--- src/rtl/apb_master.sv ---
// Single-word APB3/APB4 requester: local valid/ready command port in, one response pulse out.
// Optional wait-state watchdog is built when APB_MASTER_TIMEOUT_EN is defined.
module apb_master #(
   parameter int addrWidth = 8,
   parameter int dataWidth = 32,
   parameter int TIMEOUT   = 16
) (
   input  logic                   pclk,
   input  logic                   rst_n,
   input  logic                   cmd_valid,
   output logic                   cmd_ready,
   input  logic                   cmd_write,
   input  logic [addrWidth-1:0]   cmd_addr,
   input  logic [dataWidth-1:0]   cmd_wdata,
   input  logic [dataWidth/8-1:0] cmd_strb,
   output logic                   rsp_valid,
   output logic [dataWidth-1:0]   rsp_rdata,
   output logic                   rsp_err,
   output logic                   psel,
   output logic                   penable,
   output logic                   pwrite,
   output logic [addrWidth-1:0]   paddr,
   output logic [dataWidth-1:0]   pwdata,
   output logic [dataWidth/8-1:0] pstrb,
   input  logic [dataWidth-1:0]   prdata,
   input  logic                   pready
);

   localparam logic [1:0] IDLE   = 2'd0;
   localparam logic [1:0] SETUP  = 2'd1;
   localparam logic [1:0] ACCESS = 2'd2;

   logic [1:0] state;
   logic       timed_out;
   logic       done;

   assign cmd_ready = (state == IDLE);
   assign done      = pready || timed_out;

`ifdef APB_MASTER_TIMEOUT_EN
   localparam int CW = $clog2(TIMEOUT + 1);
   logic [CW-1:0] wait_cnt;

   // wait_cnt holds the stalls seen so far, so this edge is the TIMEOUT-th stall.
   assign timed_out = (state == ACCESS) && !pready && (wait_cnt == CW'(TIMEOUT - 1));

   always_ff @(posedge pclk) begin
      if (!rst_n) begin
         wait_cnt <= '0;
         rsp_err  <= 1'b0;
      end else begin
         if (state == SETUP)
            wait_cnt <= '0;
         else if (state == ACCESS && !pready && !timed_out)
            wait_cnt <= wait_cnt + 1'b1;
         if (state == ACCESS && done)
            rsp_err <= timed_out && !pready;
      end
   end
`else
   // TIMEOUT only matters when the watchdog is built.
   localparam int unused_timeout = TIMEOUT;
   assign timed_out = 1'b0;
   assign rsp_err   = 1'b0;
`endif

   always_ff @(posedge pclk) begin
      if (!rst_n) begin
         state     <= IDLE;
         psel      <= 1'b0;
         penable   <= 1'b0;
         pwrite    <= 1'b0;
         paddr     <= '0;
         pwdata    <= '0;
         pstrb     <= '0;
         rsp_valid <= 1'b0;
         rsp_rdata <= '0;
      end else begin
         rsp_valid <= 1'b0;
         case (state)
            IDLE: begin
               if (cmd_valid) begin
                  paddr   <= cmd_addr;
                  pwrite  <= cmd_write;
                  pwdata  <= cmd_wdata;
                  pstrb   <= cmd_write ? cmd_strb : '0;
                  psel    <= 1'b1;
                  penable <= 1'b0;
                  state   <= SETUP;
               end
            end
            SETUP: begin
               penable <= 1'b1;
               state   <= ACCESS;
            end
            ACCESS: begin
               if (done) begin
                  rsp_rdata <= (pwrite || !pready) ? '0 : prdata;
                  rsp_valid <= 1'b1;
                  psel      <= 1'b0;
                  penable   <= 1'b0;
                  state     <= IDLE;
               end
            end
            default: begin
               psel    <= 1'b0;
               penable <= 1'b0;
               state   <= IDLE;
            end
         endcase
      end
   end

endmodule

--- config.mk ---
export PLATFORM = sky130hd
export DESIGN_NAME = apb_master
export DESIGN_NICKNAME = d
export VERILOG_FILES = /design/src/rtl/apb_master.sv
export SDC_FILE = /design/constraint.sdc
export NUM_CORES = 1
export LEC_CHECK = 0
export BUFFER_PORTS_ARGS = -buffer_cell sky130_fd_sc_hd__buf_2
export CORE_MARGIN = 1.5
export CORE_UTILIZATION = 42
export CTS_CLUSTER_DIAMETER = 150
export CTS_CLUSTER_SIZE = 25
export DETAILED_ROUTE_END_ITERATION = 7
export PLACE_DENSITY = 0.74
export SYNTH_ARGS = -nofsm -noshare
export SYNTH_HDL_FRONTEND = slang
export SYNTH_SLANG_ARGS = --single-unit
--- constraint.sdc ---
create_clock -name pclk -period 1 [get_ports pclk]
set_input_delay 0.2 -clock pclk [delete_from_list [all_inputs] [get_ports pclk]]
set_output_delay 0.2 -clock pclk [all_outputs]
set_load 0.01 [all_outputs]
==> results of run 1 <==
-- state kept, by name, indices dropped and copies added (netlist names) --
register   cells
pstrb          4
state          2
psel           1
paddr          8
pwrite         1
rsp_rdata     32
pwdata        32
rsp_valid      1
-- cells by family (layout without fill, tap and decap cells) --
| group | Yosys count | after routing |
|---|---|---|
| flops | 81 | 81 |
| buf+inv | 31 | 222 |
| simple gates | 162 | 162 |
| mux | 77 | 77 |
| compound gates | 3 | 3 |
| other cells | 1 | 1 |
-- metal layers --
layer | vias up | wire, um
met3 | 19 | 393
met2 | 95 | 5080
met1 | 1462 | 3929
li1 | 1538 | -
met5 | - | 0
met4 | 0 | 263
-- critical path: stages, from the launching register on --
cell and delay [ns]:
dfxtp_2 0.35, nor3b_4 0.19, buf_6 0.15, buf_4 0.13
buf_16 0.12, mux2i_4 0.21
-- worst min path at each step --
stage                     to  depth (start not counted)
4_1_cts            pwdata[9]                          3
3_5_place_dp   rsp_rdata[16]                          2
5_1_grt            pwdata[8]                          3
3_3_place_gp   rsp_rdata[16]                          2
6_report          pwdata[20]                          3
2_1_floorplan       paddr[0]                          2
-- timing repair --
action	CTS	global route
gates cloned	6	1
buffers inserted	12	14
resized for setup	143	27
endpoints found under the setup margin	158	162
pin swaps	2	0
-- area by class of cell --
cell class / count / area [um2]
sequential: 81 / 1722
clock buffer: 11 / 141.4
multi-input combinational: 243 / 1588
timing repair buffer: 206 / 1892
fill: 579 / 2282
tap: 102 / 127.6
clock inverter: 5 / 55.05
-- metrics by stage --
stage | hold WS (ns) | setup WS, ns | area [um2]
after floorplan | 0.3421 | -0.1131 | 3416
after global placement | 0.4395 | -0.1391 | 4302
after detailed placement | 0.4430 | -0.1957 | 4302
after CTS | 0.07863 | -0.2206 | 5240
after global routing | 0.08041 | -0.2779 | 5525
final | 0.09272 | -0.2267 | 5525
-- synth_stat cells, drive strengths merged --
| master | n |
|---|---|
| nor3b | 2 |
| and3b | 1 |
| buf | 25 |
| mux2i | 77 |
| nand3b | 32 |
| conb | 1 |
| nor2 | 1 |
| clkbuf | 6 |
| o21a | 1 |
| nand3 | 4 |
| nand2 | 118 |
| and2 | 3 |
| dfxtp | 81 |
| o21ai | 1 |
| nor2b | 1 |
| a22o | 1 |
-- power breakdown --
part,leakage (nW),internal (W),switching (W)
Combinational,1.68,0.000836,0.000584
Sequential,0.696,0.00342,0.000125
Clock,0.0953,0.00121,0.00116
Total,2.47,0.00547,0.00186
==> impl_metrics.tcl, run 1 <==
set metrics [dict create \
    drtIter0Drc 93 \
    ctsHoldBuffers 0 \
    power_leakage_nw 2.467 \
    die_area_mm2 0.008668 \
    synthAdderAreaFrac_pct 0 \
    p_total_w 0.007335 \
    muxShareOfSynthArea_pct 22.61 \
    mostFrequentLayoutCell "nand2_1" \
    worstPathArrival_ns 1.49 \
    synth_cells 355 \
    clock_latency_ns 0.34 \
    startpoint "state[1]" \
    yosysUniqueCellTypes 21 \
    initial_utilization_pct 43.67 \
    vias_per_cell 4.806 \
    cts.sinks 81 \
    avgSynthCellArea_um2 9.604 \
    rows 32 \
    mostFrequentLayoutCells "nand2_1, buf_2, buf_6" \
    fin_tns_setup_ns -11.95 \
    post-route-min-period_ns 1.227 \
    worstRegToRegCells 5 \
    rsz0062_at_grt "true" \
    rr_endpoint "pwdata[15]" \
    dpl.hpwl_um 5733 \
    overflow 0 \
    antenna_found_initial 0 \
    layout-drive-gt1-share_pct 56.23 \
    h-tree-depth 3 \
    clockBufferDepth 2 \
    use_met2_pct 38.50 \
    irDropWorstVdd_mv 0.8731 \
    synth_area_mm2 0.003410 \
    cts_made_buffers 9 \
    yosysWarningCount 0 \
    core_mm2 0.007807 \
    yosysTopAreaCellShare_pct 47.56 \
    synth_top_family_by_area "multiplexers" \
    die_h_um 93.10 \
    yosys.area_share.simple_pct 22.31 \
    critPathMaxFanout 6 \
    finalNetCount 622 \
    r2r_slack_ns -0.23 \
    grt_first_pass_wirelength_um 14570 \
    portBuffers 161 \
    routabilityCongestion 0.7634 \
    synthXorXnorAreaFrac_pct 0 \
    grt_max_degree 53 \
    clkTransAtPathRegs_ns 0.08 \
    hp-start "cmd_wdata[20]" \
    ys_ff_latch 81 \
    worstPathRequired_ns 1.27 \
    power_density_mw_per_mm2 1327 \
    fin_skew_ns 0.01256 \
    setup_viol 83 \
    critPathLaunchType "flip-flop" \
    first_pass_iters 4 \
    drv_cap 0 \
    root_buffer "clkbuf_8" \
    fin_cells 648 \
    end_kind "flip-flop" \
    synth_nets 436 \
    grt_usage_pct 21.74 \
    top_usage_layer "met2" \
    seq_area_frac_synth_pct 47.56 \
    routed_wl_um 9668 \
    endpoint "pwdata[15]" \
    layout_setup_ws_ns -0.2267 \
    cts_tree "built" \
    drt-wirelength-per-cell_um 14.92 \
    yosys.area.top_type "dfxtp_1" \
    use_met3_pct 4.472 \
    grt_pass1_vias 3011 \
    die_w_um 93.10 \
    final_max_slew_viol_count 0 \
    finalCritPeriodShare_pct 122.7 \
    synth_compound_area_share_pct 0.6239 \
    final_hold_viol_count 0 \
    ant_nets 0 \
    reg2reg_from "state[1]" \
    worstSetupPathType "flip-flop to flip-flop" \
    synth_area_leaders "dfxtp_1, mux2i_1, nand2_1, nand3b_1, buf_2" \
    post-place-cells 599 \
    final_core_utilization_pct 70.77 \
    hold_class "input pin to flip-flop" \
    area_delta_synth_final_pct 62.06 \
    vias 3114 \
    io_pins 163 \
    drc 0 \
    status "finished with violations" \
    fmax_mhz 815.2 \
    violations "setup timing" \
    globalRouteMet1Util_pct 25.14 \
    n_antenna_cell 0 \
]
(Power assumes the default switching activity.)
==> run 2, diff against run 1 <==
RECOVER_POWER = 25   (was default)
==> run 2 against run 1 <==
Effect of this change: the flow still finishes with violations (setup timing); non-clock buffer count unchanged; worst setup slack about the same; power about the same; wire length about the same; first-iteration DRC count down 1.1%; worst hold slack about the same; via count down 0.45%; sequential share of layout area about the same; largest cell class unchanged; critical path type unchanged; sequential power about the same; cell count unchanged; clock power about the same.
==> impl_metrics.tcl, run 2 (synthesis results as in run 1) <==
set metrics [dict create \
    status "finished with violations" \
    violations "setup timing" \
    finalNetCount 622 \
    setup_viol 83 \
    fin_skew_ns 0.01292 \
    vias 3100 \
    post-place-cells 599 \
    hp-start "cmd_wdata[20]" \
    cp_cell_sequence "nor3b_4 > buf_6 > buf_4 > buf_16 > mux2i_4" \
    io_pins 163 \
    portBuffers 161 \
    final_area_mm2 0.005523 \
    dpl.hpwl_um 5733 \
    r2r_slack_ns -0.23 \
    drt-wirelength-per-cell_um 14.93 \
    power_density_mw_per_mm2 1328 \
    clockBufferDepth 2 \
    die_area_mm2 0.008668 \
    post-route-min-period_ns 1.227 \
    num-fill-cells 580 \
    min_path_cells 3 \
    cts.sinks 81 \
    layout-drive-gt1-share_pct 56.23 \
    irDropWorstVdd_mv 0.8731 \
    worstSetupPathType "flip-flop to flip-flop" \
    hold_end "pwdata[20]" \
    finalCritPeriodShare_pct 122.7 \
    antenna_found_initial 0 \
    routabilityCongestion 0.7634 \
    critical-path-top-delay-family "buffers and inverters" \
    grt_usage_pct 21.74 \
    grt_max_degree 53 \
    rr_endpoint "pwdata[15]" \
    drc 0 \
    grt_pass1_vias 3011 \
    end_kind "flip-flop" \
    rsz0062_at_grt "true" \
    reg2reg_from "state[1]" \
    mostFrequentLayoutCell "nand2_1" \
    clock_latency_ns 0.34 \
    first_pass_iters 4 \
    rows 32 \
    reg_top3 "pwdata (32), rsp_rdata (32), paddr (8)" \
    cts_made_buffers 9 \
    area_delta_synth_final_pct 61.98 \
    slowest_stage "dfxtp_2" \
    worstPathRequired_ns 1.27 \
    drtIter0Drc 92 \
    fin_cells 648 \
    overflow 0 \
    ctsHoldBuffers 0 \
    routed_wl_um 9677 \
    worstRegToRegCells 5 \
    grt_first_pass_wirelength_um 14570 \
    cts_tree "built" \
    initial_utilization_pct 43.67 \
    power_leakage_nw 2.466 \
    die_h_um 93.10 \
    final_max_slew_viol_count 0 \
    critPathLaunchType "flip-flop" \
    final_hold_viol_count 0 \
    dpl_cell_area_mm2 0.004302 \
    mostFrequentLayoutCells "nand2_1, buf_2, buf_6" \
    hold_class "input pin to flip-flop" \
    worstPathArrival_ns 1.49 \
    finalHoldWorstSlack_ns 0.09288 \
    final_core_utilization_pct 70.74 \
    drv_cap 0 \
    core_mm2 0.007807 \
    die_w_um 93.10 \
    critPathMaxFanout 6 \
    critPathBufInv 3 \
    critPathMaxStageDelay_ns 0.35 \
    h-tree-depth 3 \
    fmax_mhz 814.9 \
    root_buffer "clkbuf_8" \
    n_antenna_cell 0 \
    clkTransAtPathRegs_ns 0.08 \
    pre_cts_slack_ns -0.1957 \
    layout_setup_ws_ns -0.2271 \
    ant_nets 0 \
    crit_cells 5 \
    vias_per_cell 4.784 \
]
-- run 2: changes by cell type in the layout (fill, tap and decap cells not counted) --
cell,previous run,this run
buf_4,27,26
clkbuf_2,0,1
-- run 2: worst min-delay path, stage by stage --
cell and delay (ns):
buf_2 0.09, nand2_1 0.05, mux2i_1 0.05
-- run 2: area by class of cell --
cell class                 count  area (um2)  area share (%)
tap                          102       127.6           2.311
timing repair buffer         206        1889           34.21
clock inverter                 5       55.05          0.9968
clock buffer                  11       141.4           2.560
sequential                    81        1722           31.17
multi-input combinational    243        1588           28.75
-- run 2: report_power, final --
part | switching [W] | internal [W] | total (W)
logic | 0.000584 | 0.000835 | 0.00142
registers | 0.000125 | 0.00342 | 0.00354
clock network | 0.00116 | 0.00121 | 0.00237
total | 0.00187 | 0.00547 | 0.00733
-- run 2: what timing repair did --
action | 4_1_cts | 5_1_grt
gates cloned | 6 | 1
setup endpoints to repair | 158 | 162
pin swaps | 2 | 0
setup buffers | 12 | 14
resized for setup | 143 | 27
-- run 2: how the worst max path moves through the flow --
stage | start | to
final | state[1] | pwdata[15]
after global routing | state[1] | pwdata[12]
after CTS | state[0] | cmd_ready
after detailed placement | state[0] | pwdata[4]
after global placement | state[0] | pwdata[6]
after floorplan | state[1] | pwdata[10]
-- run 2: routing by layer --
layer  vias up  routed length, um  track usage [%]
li1       1538                  -                -
met1      1450               3948            25.14
met2        93               5075            38.50
met3        19                390            4.472
met4         0                263            9.596
met5         -                  0                0
-- run 2: through the flow --
stage	TNS, ns	total power [W]
floorplan	-5.348	0.004159
global placement	-7.467	0.004550
detailed placement	-9.562	0.004583
CTS	-12.18	0.007273
global route	-17.75	0.007674
finish	-11.97	0.007335
==> run 3, diff against run 2 <==
PLACE_DENSITY = default   (was 0.74)
PLACE_DENSITY_LB_ADDON = 0.12   (was default)
==> run 3 against run 2 <==
Effect of this change: the flow still finishes with violations (setup timing); power up 0.70%; register-to-register slack about the same; worst hold slack worse by 0.018 ns; flip-flop and latch count unchanged; via count down 2.1%; sequential share of layout area up 0.61 points; critical endpoint is now pstrb[2].
==> impl_metrics.tcl, run 3 (synthesis results as in run 1) <==
set metrics [dict create \
    status "finished with violations" \
    violations "setup timing" \
    cts.sinks 81 \
    final_max_slew_viol_count 0 \
    vias 3034 \
    rsz0062_at_grt "true" \
    clock_latency_ns 0.35 \
    mostFrequentLayoutCell "nand2_1" \
    vias_per_cell 4.763 \
    dpl.hpwl_um 5179 \
    h-tree-depth 3 \
    die_h_um 93.10 \
    first_pass_iters 4 \
    multi_input_area_mm2 0.001585 \
    final-seq-area_mm2 0.001729 \
    end_kind "flip-flop" \
    netSwitchingPower_w 0.001907 \
    portBuffers 161 \
    num-fill-cells 596 \
    grt_usage_pct 20.85 \
    cts_made_buffers 9 \
    clock_power_share_pct 32.6 \
    layout-drive-gt1-share_pct 55.14 \
    antenna_found_initial 0 \
    area_delta_synth_final_pct 59.56 \
    drt-wirelength-per-cell_um 14.38 \
    grt_pass1_vias 2889 \
    post-route-min-period_ns 1.238 \
    routed_wl_um 9160 \
    fin_skew_ns 0.007290 \
    io_pins 163 \
    n_antenna_cell 0 \
    cts_tree "built" \
    reg_top3 "pwdata (32), rsp_rdata (32), paddr (8)" \
    finalHoldWorstSlack_ns 0.07462 \
    root_buffer "clkbuf_8" \
    worstSetupPathType "flip-flop to flip-flop" \
    die_area_mm2 0.008668 \
    irDropWorstVdd_mv 0.8739 \
    min_path_cells 3 \
    finalNetCount 611 \
    die_w_um 93.10 \
    pre_cts_slack_ns -0.2115 \
    worstRegToRegCells 4 \
    pwr-share-seq_pct 47.8 \
    worstPathArrival_ns 1.51 \
    worstPathRequired_ns 1.28 \
    power_density_mw_per_mm2 1358 \
    fmax_mhz 808.1 \
    core_mm2 0.007807 \
    critPathMaxFanout 6 \
    power_leakage_nw 2.411 \
    pwr-share-comb_pct 19.6 \
    rows 32 \
    initial_utilization_pct 43.67 \
    drtIter0Drc 66 \
    internal_power_w 0.005480 \
    hold_class "input pin to flip-flop" \
    overflow 0 \
    swShare_pct 25.81 \
    setup_viol 86 \
    ctsHoldBuffers 0 \
    ant_nets 0 \
    drc 0 \
    final_hold_viol_count 0 \
    grt_max_degree 46 \
    layout_setup_ws_ns -0.2375 \
    mostFrequentLayoutCells "nand2_1, buf_6, buf_2" \
    grt_first_pass_wirelength_um 13940 \
    finalCritPeriodShare_pct 123.8 \
    routabilityCongestion 0.7267 \
    drv_cap 0 \
    final_core_utilization_pct 69.68 \
    clkTransAtPathRegs_ns 0.08 \
    clockBufferDepth 2 \
    critPathLaunchType "flip-flop" \
]
[run 3: final timing paths]
check | from | end | slack, ns
hold reg to reg | rsp_rdata[10] | rsp_rdata[10] | 0.46
setup / recovery | state[1] | pstrb[2] | -0.24
hold / removal | cmd_wdata[4] | pwdata[4] | 0.07
setup reg to reg | state[1] | pstrb[2] | -0.24
[run 3: area by class of cell]
class | instances | area share, %
Sequential cell | 81 | 31.78
Tap cell | 102 | 2.346
Timing Repair Buffer | 195 | 33.12
Clock buffer | 11 | 2.599
Clock inverter | 5 | 1.012
Multi-Input combinational cell | 243 | 29.14
[run 3: critical path, stage by stage (launching register included)]
cell and delay, ns:
dfxtp_4 0.37, nor3b_4 0.24, buf_6 0.20, clkbuf_16 0.18, mux2i_1 0.18
[run 3: routing by layer]
layer | track usage, % | routed length [um] | up-vias
li1 | - | - | 1518
met1 | 25.14 | 4102 | 1412
met2 | 35.71 | 4404 | 92
met3 | 4.553 | 517 | 12
met4 | 8.712 | 136 | 0
met5 | 0 | 0 | -
[run 3: repair_timing]
item / CTS / global route
cloned: 6 / 1
setup endpoints to repair: 161 / 162
gates resized for setup: 170 / 10
pin swaps: 3 / 4
buffers inserted: 11 / 8
[run 3: power groups by stage]
stage | sequential [W] | clock (W) | combinational, W
2_1_floorplan | 0.00362 | 0 | 0.000540
3_3_place_gp | 0.00354 | 0 | 0.00102
3_5_place_dp | 0.00354 | 0 | 0.00103
4_1_cts | 0.00353 | 0.00246 | 0.00145
5_1_grt | 0.00355 | 0.00261 | 0.00155
6_report | 0.00353 | 0.00241 | 0.00145
[run 3: through the flow]
step	total power [W]	TNS, ns	instances	cell area, um2
after global placement	0.004552	-9.442	598	4307
after floorplan	0.004159	-5.348	355	3416
after global routing	0.007715	-20.24	637	5440
after CTS	0.007447	-16.42	631	5396
final	0.007386	-14.38	637	5440
after detailed placement	0.004574	-11.06	598	4307
